### config.mk
export PLATFORM = sky130hd
export DESIGN_NAME = mem_arbiter
export DESIGN_NICKNAME = d
export VERILOG_FILES = /design/src/rtl/mem_arbiter.sv
export SDC_FILE = /design/constraint.sdc
export NUM_CORES = 1
export LEC_CHECK = 0
export BUFFER_PORTS_ARGS = -buffer_cell sky130_fd_sc_hd__buf_2
export CAP_MARGIN = 0
export CORE_MARGIN = 2
export CORE_UTILIZATION = 37
export CTS_CLUSTER_SIZE = 40
export DETAILED_ROUTE_END_ITERATION = 16
export HOLD_SLACK_MARGIN = 0.03
export PLACE_DENSITY = 0.79
export REMOVE_ABC_BUFFERS = 1
export SETUP_SLACK_MARGIN = 0.3
export SLEW_MARGIN = 20
export SYNTH_ARGS = -nofsm -noshare
export SYNTH_HDL_FRONTEND = slang
export SYNTH_SLANG_ARGS = --single-unit
### constraint.sdc
create_clock -name clk -period 2.3 [get_ports clk]
set_input_delay 0 -clock clk [delete_from_list [all_inputs] [get_ports clk]]
set_output_delay 0 -clock clk [all_outputs]
set_load 0.02 [all_outputs]
### src/rtl/mem_arbiter.sv
// Round-robin arbiter that gives CORE_COUNT cores shared access to one single-port RAM.
// Grants are combinational. Read-valid flags are registered to line up with the RAM's one-cycle read latency.
module mem_arbiter #(
  parameter int CORE_COUNT = 4,
  parameter int WIDTH      = 12,
  parameter int DEPTH      = 256,
  parameter int ADDR_WIDTH = $clog2(DEPTH)
) (
  input  logic                             clk,
  input  logic                             rst,
  input  logic [CORE_COUNT-1:0]            req,
  input  logic [CORE_COUNT-1:0]            wrEn,
  input  logic [CORE_COUNT*ADDR_WIDTH-1:0] addr,
  input  logic [CORE_COUNT*WIDTH-1:0]      dataIn,
  output logic [CORE_COUNT-1:0]            gnt,
  output logic [CORE_COUNT-1:0]            rdValid,
  output logic [WIDTH-1:0]                 dataOut,
  output logic                             ram_wrEn,
  output logic [ADDR_WIDTH-1:0]            ram_addr,
  output logic [WIDTH-1:0]                 ram_dataIn,
  input  logic [WIDTH-1:0]                 ram_dataOut
);

  localparam int PTR_W = (CORE_COUNT > 1) ? $clog2(CORE_COUNT) : 1;

  logic [PTR_W-1:0]      ptr_q, ptr_d;
  logic [CORE_COUNT-1:0] rd_valid_q, rd_valid_d;
  logic [PTR_W-1:0]      gnt_idx;
  logic [PTR_W-1:0]      cand_idx;
  logic                  gnt_any;
  int                    cand;

  logic [ADDR_WIDTH-1:0] addr_arr [CORE_COUNT];
  logic [WIDTH-1:0]      data_arr [CORE_COUNT];

  generate
    for (genvar gi = 0; gi < CORE_COUNT; gi++) begin : g_unpack
      assign addr_arr[gi] = addr[gi*ADDR_WIDTH +: ADDR_WIDTH];
      assign data_arr[gi] = dataIn[gi*WIDTH +: WIDTH];
    end
  endgenerate

  // Search from ptr upward with wraparound. Reset masks every grant so nothing leaks out while rst is high.
  always_comb begin
    gnt_idx  = '0;
    gnt_any  = 1'b0;
    cand     = 0;
    cand_idx = '0;
    for (int i = 0; i < CORE_COUNT; i++) begin
      cand = int'(ptr_q) + i;
      if (cand >= CORE_COUNT) cand = cand - CORE_COUNT;
      cand_idx = PTR_W'(cand);
      if (!gnt_any && !rst && req[cand_idx]) begin
        gnt_any = 1'b1;
        gnt_idx = cand_idx;
      end
    end
  end

  always_comb begin
    gnt = '0;
    if (gnt_any) gnt[gnt_idx] = 1'b1;
  end

  assign ram_wrEn   = gnt_any & wrEn[gnt_idx];
  assign ram_addr   = addr_arr[gnt_idx];
  assign ram_dataIn = data_arr[gnt_idx];
  assign dataOut    = ram_dataOut;
  assign rdValid    = rd_valid_q;

  always_comb begin
    ptr_d      = ptr_q;
    rd_valid_d = '0;
    if (gnt_any) begin
      ptr_d = (gnt_idx == PTR_W'(CORE_COUNT - 1)) ? '0 : gnt_idx + PTR_W'(1);
      if (!wrEn[gnt_idx]) rd_valid_d = gnt;
    end
  end

  always_ff @(posedge clk or posedge rst) begin
    if (rst) begin
      ptr_q      <= '0;
      rd_valid_q <= '0;
    end else begin
      ptr_q      <= ptr_d;
      rd_valid_q <= rd_valid_d;
    end
  end

endmodule

**Word level (Yosys, flattened, before mapping)**

Cells that the tools add are included.

- Bits in registers: 6
- Input port bits: 102
- Output and inout port bits: 41
- Word-level logic and storage cells: 70

- Add/sub/neg operators: 8
- Order comparisons: 11
- Eq/ne operators: 1
- Mux-type cells: 34
- Bitwise operators: 2
- Reductions and logical operators: 12

Operators with widths:

| cell | number |
|---|---|
| 12-bit binary-select mux with 2-bit select | 1 |
| 12-bit two-way mux | 2 |
| 2-bit two-way mux | 9 |
| 8-bit binary-select mux with 2-bit select | 1 |
| 8-bit two-way mux | 2 |
| 2-bit by 3-bit < comparator with 1-bit output, second input constant | 5 |
| 3-bit >= comparator, second input constant | 4 |
| 4-bit two-way mux | 3 |
| 1-bit binary-select mux with 2-bit select | 5 |
| 1-bit two-way mux | 10 |
| 1-bit logical AND | 8 |
| 2-bit by 1-bit subtractor with 2-bit output, second input constant | 4 |
| 2-bit by 2-bit adder with 3-bit output, second input constant | 2 |
| 1-bit logical NOT | 4 |
| 2-bit by 1-bit adder with 3-bit output, second input constant | 1 |
| 2-bit by 3-bit >= comparator with 1-bit output, second input constant | 1 |
| 2-bit NOT with 3-bit output | 1 |
| 2-bit by 1-bit adder with 2-bit output, second input constant | 1 |
| 1-bit demux with 2-bit select | 1 |
| 2-bit equality test, second input constant | 1 |
| 2-bit by 1-bit >= comparator with 1-bit output, second input constant | 1 |
| 1-bit bitwise AND | 1 |

**Depth between registers and ports, before layout**

- Depth after elaboration: 25
- Depth in mapped cells: 12

**Least setup slack after synthesis**

OpenSTA, ideal clock, no wires.

- Path kind: reg2reg
- Start: register ptr_q[1]
- End: register rd_valid_q[3], in the netlist rdValid[3]
- Setup time: 0.122 ns
- Arrival time: 1.999 ns
- Data required time: 2.178 ns
- Setup slack: 0.179 ns
- Stages on the path, launching flop included: 12
- Path buffers: 3
- Clock period less this slack: 2.121 ns
- Cell sequence: dfrtp_1 > buf_6 > or3b_1 > o2111ai_1 > nand3_1 > nand3_2 > buf_12 > buf_8 > inv_1 > ha_1 > and2_1 > nor2b_1

- Word-level cells in the longest chain between the ends: 25
- Elaborated cells between the ends (all ways): 51
- Classes of those cells: 7 x add/sub; 6 x order compare; 27 x mux; 11 x reduce/logical

RTL lines:

| item | line | text |
|---|---|---|
| start, declared | 26 | `logic [PTR_W-1:0] ptr_q, ptr_d;` |
| start signal, assigned | 85 | `ptr_q <= ptr_d;` |
| 2-bit by 3-bit >= comparator with 1-bit output or 2-bit by 1-bit subtractor with 2-bit output (tied branches) | 51 | `if (cand >= CORE_COUNT) cand = cand - CORE_COUNT;` |
| 2-bit two-way mux | 51 |  |
| 1-bit binary-select mux with 2-bit select | 53 | `if (!gnt_any && !rst && req[cand_idx]) begin` |
| 1-bit two-way mux (not written as such) | 53 |  |
| 1-bit logical AND | 53 |  |
| 1-bit two-way mux | 53 |  |
| 1-bit logical NOT | 53 |  |
| 1-bit logical AND (2 in a row) | 53 |  |
| [... 10 more ...] | n/a |  |
| 1-bit logical AND (not written as such) | 62 | `if (gnt_any) gnt[gnt_idx] = 1'b1;` |
| 1-bit two-way mux (not written as such) | 62 |  |
| 1-bit demux with 2-bit select | 62 |  |
| 4-bit two-way mux (*) | 62 |  |
| via gnt[3] | 15 | `output logic [CORE_COUNT-1:0] gnt,` |
| 4-bit two-way mux (*) | 76 | `if (!wrEn[gnt_idx]) rd_valid_d = gnt;` |
| 4-bit two-way mux (*) | 74 | `if (gnt_any) begin` |
| via rd_valid_d[3] | 27 | `logic [CORE_COUNT-1:0] rd_valid_q, rd_valid_d;` |
| end signal, assigned | 86 | `rd_valid_q <= rd_valid_d;` |
| end, declared | 27 |  |

The timed path passes the listed nets; every way through them passes the cells marked *. The select of a mux whose other input is x is not followed.
A chain may end at the register's enable or synchronous reset.

**Worst setup path in the final report**

- Start: register ptr_q[1]
- End: output port ram_dataIn[11]

- Word-level cells in the longest chain between the ends: 22
- Elaborated cells between the ends (all ways): 44
- Classes of those cells: 7 x add/sub; 4 x order compare; 22 x mux; 1 x bitwise; 10 x reduce/logical

RTL lines:

| item | line | text |
|---|---|---|
| 2-bit by 3-bit >= comparator with 1-bit output or 2-bit by 1-bit subtractor with 2-bit output (tied branches) | 51 |  |
| 2-bit two-way mux | 51 |  |
| 1-bit binary-select mux with 2-bit select | 53 |  |
| 1-bit two-way mux (not written as such) | 53 |  |
| 1-bit logical AND | 53 |  |
| 1-bit two-way mux | 53 |  |
| 1-bit logical NOT | 53 |  |
| 1-bit logical AND (2 in a row) | 53 |  |
| [... 2 more ...] | n/a |  |
| 1-bit logical AND (2 in a row) | 53 |  |
| 1-bit two-way mux | 53 |  |
| 1-bit logical NOT | 53 |  |
| 1-bit logical AND (2 in a row) | 53 |  |
| 2-bit two-way mux (*) | 53 |  |
| 2-bit NOT with 3-bit output (not written as such) (*) | 67 | `assign ram_dataIn = data_arr[gnt_idx];` |
| 12-bit binary-select mux with 2-bit select (*) | 67 |  |
| 12-bit two-way mux (not written as such) (*) (2 in a row) | 67 |  |
| end, declared | 20 | `output logic [WIDTH-1:0] ram_dataIn,` |

Mark *: on every way between the ends. The rest lies on a longest branch, timed or not. The select of a mux whose other input is x is not followed.

==> out/results.md <==
### Run status
* finished, final reports clean — result of the run

### Placed design
* 118 — quantity of I/O buffers inserted on ports
* 302 — number of placed instances with taps included
* 0.0881 ns — Post-Place Worst Slack
* 1930 um2 — area of placed instances
* 0.858 — global placement routability congestion
* 3510 um — final HPWL from detailed placement

### Critical path
* 0.47 ns — crit-path max cell delay
* 9 — critical path depth in cells
* 9 — worst-case reg-to-reg path depth
* ptr_q[1]$_DFFE_PP0P_ — endpoint of the worst register-to-register path
* output pin — kind of capture point of the worst setup path
* 2.30 ns — Req. time, crit path
* dfrtp_2 — slowest library cell on the worst path
* 7 — maximum fanout count along the critical path
* buf_6, a311o_1, nand4_1, nand3_4, buf_12, buf_16, mux2i_1, mux2i_1, buf_4 — CP Cell Sequence
* ptr_q[1]$_DFFE_PP0P_ — worst flop-to-flop path startpoint
* 2.20 ns — arrival time at the worst endpoint
* 4 — Buf+Inv Stages, Crit Path
* flop — startpoint kind of the worst setup timing path
* buffers and inverters — Crit path max-delay family
* ptr_q[1]$_DFFE_PP0P_ — critical path launch point
* flop to output pin — classification of the worst setup path
* 0.15 ns — worst reg-to-reg setup slack
* mux2i_1 — most frequent cell on the critical path
* ram_dataIn[11] — worst setup path end

### Global route
* 23 — pin count of the biggest net entering global routing
* 0.209 — total routing resource utilization after global routing
* 0 — initial antenna violation count
* 0 — total overflow reported by the global router
* 7180 um — first-pass GRT wire length
* 1620 — number of global-route vias before repair

### Logic synthesis
* 0.0809 — fraction of the mapped netlist area in compound gates
* 0 — number of enable-type register cells in the synthesized netlist
* 9.42 um2 — mean area per synthesized cell
* 156 — Post-Synthesis Cells
* 0.156 — basic-gate share of the synthesized area counting and, or, nand and nor cells
* 0 — Synthesis Warnings
* 6 — total of flip-flops plus latches after synthesis
* 1470 um2 — summed instance area of the synthesized netlist
* 1.00 — share of flip-flops with an asynchronous set or reset after synthesis
* 0.00852 — synthesized-area fraction occupied by adder cells
* 0.102 — sequential share of the synthesized area
* 0 — XOR/XNOR share of the synthesized area
* dfrtp_1 — Post-synth top flop
* multiplexers — dominant combinational cell family by area after synthesis
* 39 — number of distinct library cell variants in the gate-level netlist after synthesis
* 0.464 — multiplexer share of the synthesized area

### Timing
* 454 MHz — maximum clock frequency
* 0.766 — relative slew slack
* 2.20 ns — Final Critical Period
* 0.200 ns — final hold slack
* 0 — final hold violation count
* 0.00163 ns — setup skew after layout
* 0 — number of setup violations in the final report
* 0.959 — final cycle utilization of the critical path
* 0 — number of pins with negative max-slew slack in the final report
* 0.0953 ns — worst setup margin
* 0 ns — setup tns final
* 0.348 ns — slew at the pin closest to its max-slew limit
* yes — setup repair after global routing missed its margin

### Clock tree
* 6 — clock sink count
* 0.22 ns — Worst-Skew Late Latency
* 3 — number of buffers inserted during clock tree synthesis
* built — clock tree from TritonCTS
* clkbuf_8 — cell chosen for the clock root
* 1 — number of H-tree levels
* 0.04 ns — clk slew on worst S/H paths
* 2 — Max Buffers Root-to-Sink

### Power
* 0.849 — proportion of power drawn by combinational gates
* 0.065 — clock power share
* 1.08 mW — net switching power figure
* 976 nW/um2 — total power divided by cell area
* 2.39 mW — total power
* 1.45 nW — reported leakage power
* 1.31 mW — Int Pwr
* 388 uV — peak ir drop on the vdd network
* 0.086 — share of total power in sequential cells
* 0.454 — fraction of power spent switching nets

### Detailed routing
* 4 — number of iterations in the first detailed-routing pass
* 84 — Iter 0 DRT Violations
* 0 — number of remaining DRC errors
* 5200 um — post-detailed-routing wire length
* 15.5 um — final routed wire length divided by cell count
* 5.06 — post-detailed-route via-to-cell ratio
* 1701 — overall via count from detail_route
* 0 — number of routed nets with antenna violations

### Final layout
* 0 — count of inserted antenna diode cells
* 0.654 — end-of-flow core utilization
* 319 — fill count
* 66.8% — area overhead of the layout relative to synthesis
* 393 — Layout Nets
* 0.556 — fraction of final layout cells with drive strength greater than 1
* 336 — non-filler instance count after layout
* 2450 um2 — finished layout cell area

### Die
* 67.0 um — DIE WIDTH
* 4490 um2 — Die Footprint
* 0.392 — initial cell density of the core
* 3740 um2 — core region area
* 143 — count of pins on the block boundary
* 67.0 um — overall die height
* 22 — floorplan row count

### Run
* 0 — total of max-cap violations

### Hold path
* input port to flop — class of the tightest hold or removal check

==> worst min-delay path: stages <==
cell	delay, ns
buf_2	0.07
mux2i_1	0.06
mux2i_2	0.17
nor2b_1	0.07
==> power groups by stage <==
stage          Combinational, mW  Sequential, mW  Clock, mW
2_1_floorplan               1.01           0.219          0
3_3_place_gp                1.46           0.214          0
3_5_place_dp                1.48           0.217          0
4_1_cts                     1.86           0.199      0.160
5_1_grt                     2.14           0.210      0.166
6_report                    2.03           0.205      0.156
==> synthesized netlist by cell type (2+ instances only) <==
master,number,area [um2]
nand2b_1,2,12.5
o21ai_0,2,10.0
nor3_1,3,15.0
nor2b_1,4,25.0
nor3b_1,3,22.5
buf_4,15,113
nand3_1,2,10.0
buf_6,3,33.8
inv_1,4,15.0
buf_12,4,80.1
buf_2,2,10.0
a21oi_1,3,15.0
nand4_1,2,12.5
dfrtp_1,6,150
o21ai_1,2,10.0
nand2_1,3,11.3
and2_1,3,18.8
nor2_1,6,22.5
mux2i_1,67,671
==> kinds of logic (layout without fill, tap and decap cells) <==
logic type	after synthesis	in the layout
AOI/OAI and AO/OA	14	14
muxes	68	68
buffers and inverters	31	163
adders and majority gates	1	1
DFF	6	6
and+or+nand+nor	36	36
==> routing by layer <==
layer | vias up | wire, um | global-route usage
met1 | 777 | 1870 | 0.221
li1 | 828 | - | -
met4 | 0 | 138 | 0.0944
met2 | 82 | 2930 | 0.397
met3 | 14 | 266 | 0.0338
met5 | - | 0 | 0
==> cells in the final DEF (no fill, tap or decap), types with 2 or more instances in the layout <==
cell	instances
a21oi_1	2
and2_1	2
buf_12	3
buf_16	2
buf_2	97
buf_4	28
buf_6	5
clkbuf_16	2
clkbuf_8	3
dfrtp_1	4
dfrtp_2	2
dlygate4sd3_1	16
inv_1	3
inv_2	2
mux2i_1	66
nand2_1	3
nand2b_1	2
nand3_1	2
nand4_1	2
nor2_1	6
nor2b_1	4
nor3_1	2
nor3b_1	3
o21ai_2	2
==> worst min path at each step <==
stage | start | endpoint | slack (ns) | cells after the start
finish | wrEn[3] | rdValid[3]$_DFF_PP0_ | 0.20 | 4
global placement | ram_dataOut[9] | dataOut[9] | 0.0001 | 0
CTS | wrEn[3] | rdValid[3]$_DFF_PP0_ | 0.20 | 4
global route | wrEn[3] | rdValid[3]$_DFF_PP0_ | 0.23 | 4
floorplan | rst | ptr_q[0]$_DFFE_PP0P_ | -0.18 | 1
detailed placement | ram_dataOut[9] | dataOut[9] | 0.0001 | 0
==> area by class of cell <==
cell class / count / area [um2] / area share
Tap cell: 48 / 60.1 / 0.0245
Timing Repair Buffer: 154 / 1090 / 0.446
Multi-Input combinational cell: 119 / 1080 / 0.440
Sequential cell: 6 / 153 / 0.0623
Inverter: 6 / 25.0 / 0.0102
Clock buffer: 3 / 41.3 / 0.0169
==> flip-flops by register name (all words and copies together) (netlist names) <==
name	count
rdValid	4
ptr_q	2
==> repair_timing <==
| item | in CTS | in global routing |
|---|---|---|
| setup buffers | 8 | 3 |
| hold endpoints to repair | 21 | 0 |
| gates cloned | 2 | 2 |
| hold buffers | 16 | 0 |
| endpoints found under the setup margin | 27 | 28 |
| pin swaps | 2 | 4 |
| gates resized for setup | 26 | 17 |
(Power assumes the default switching activity.)
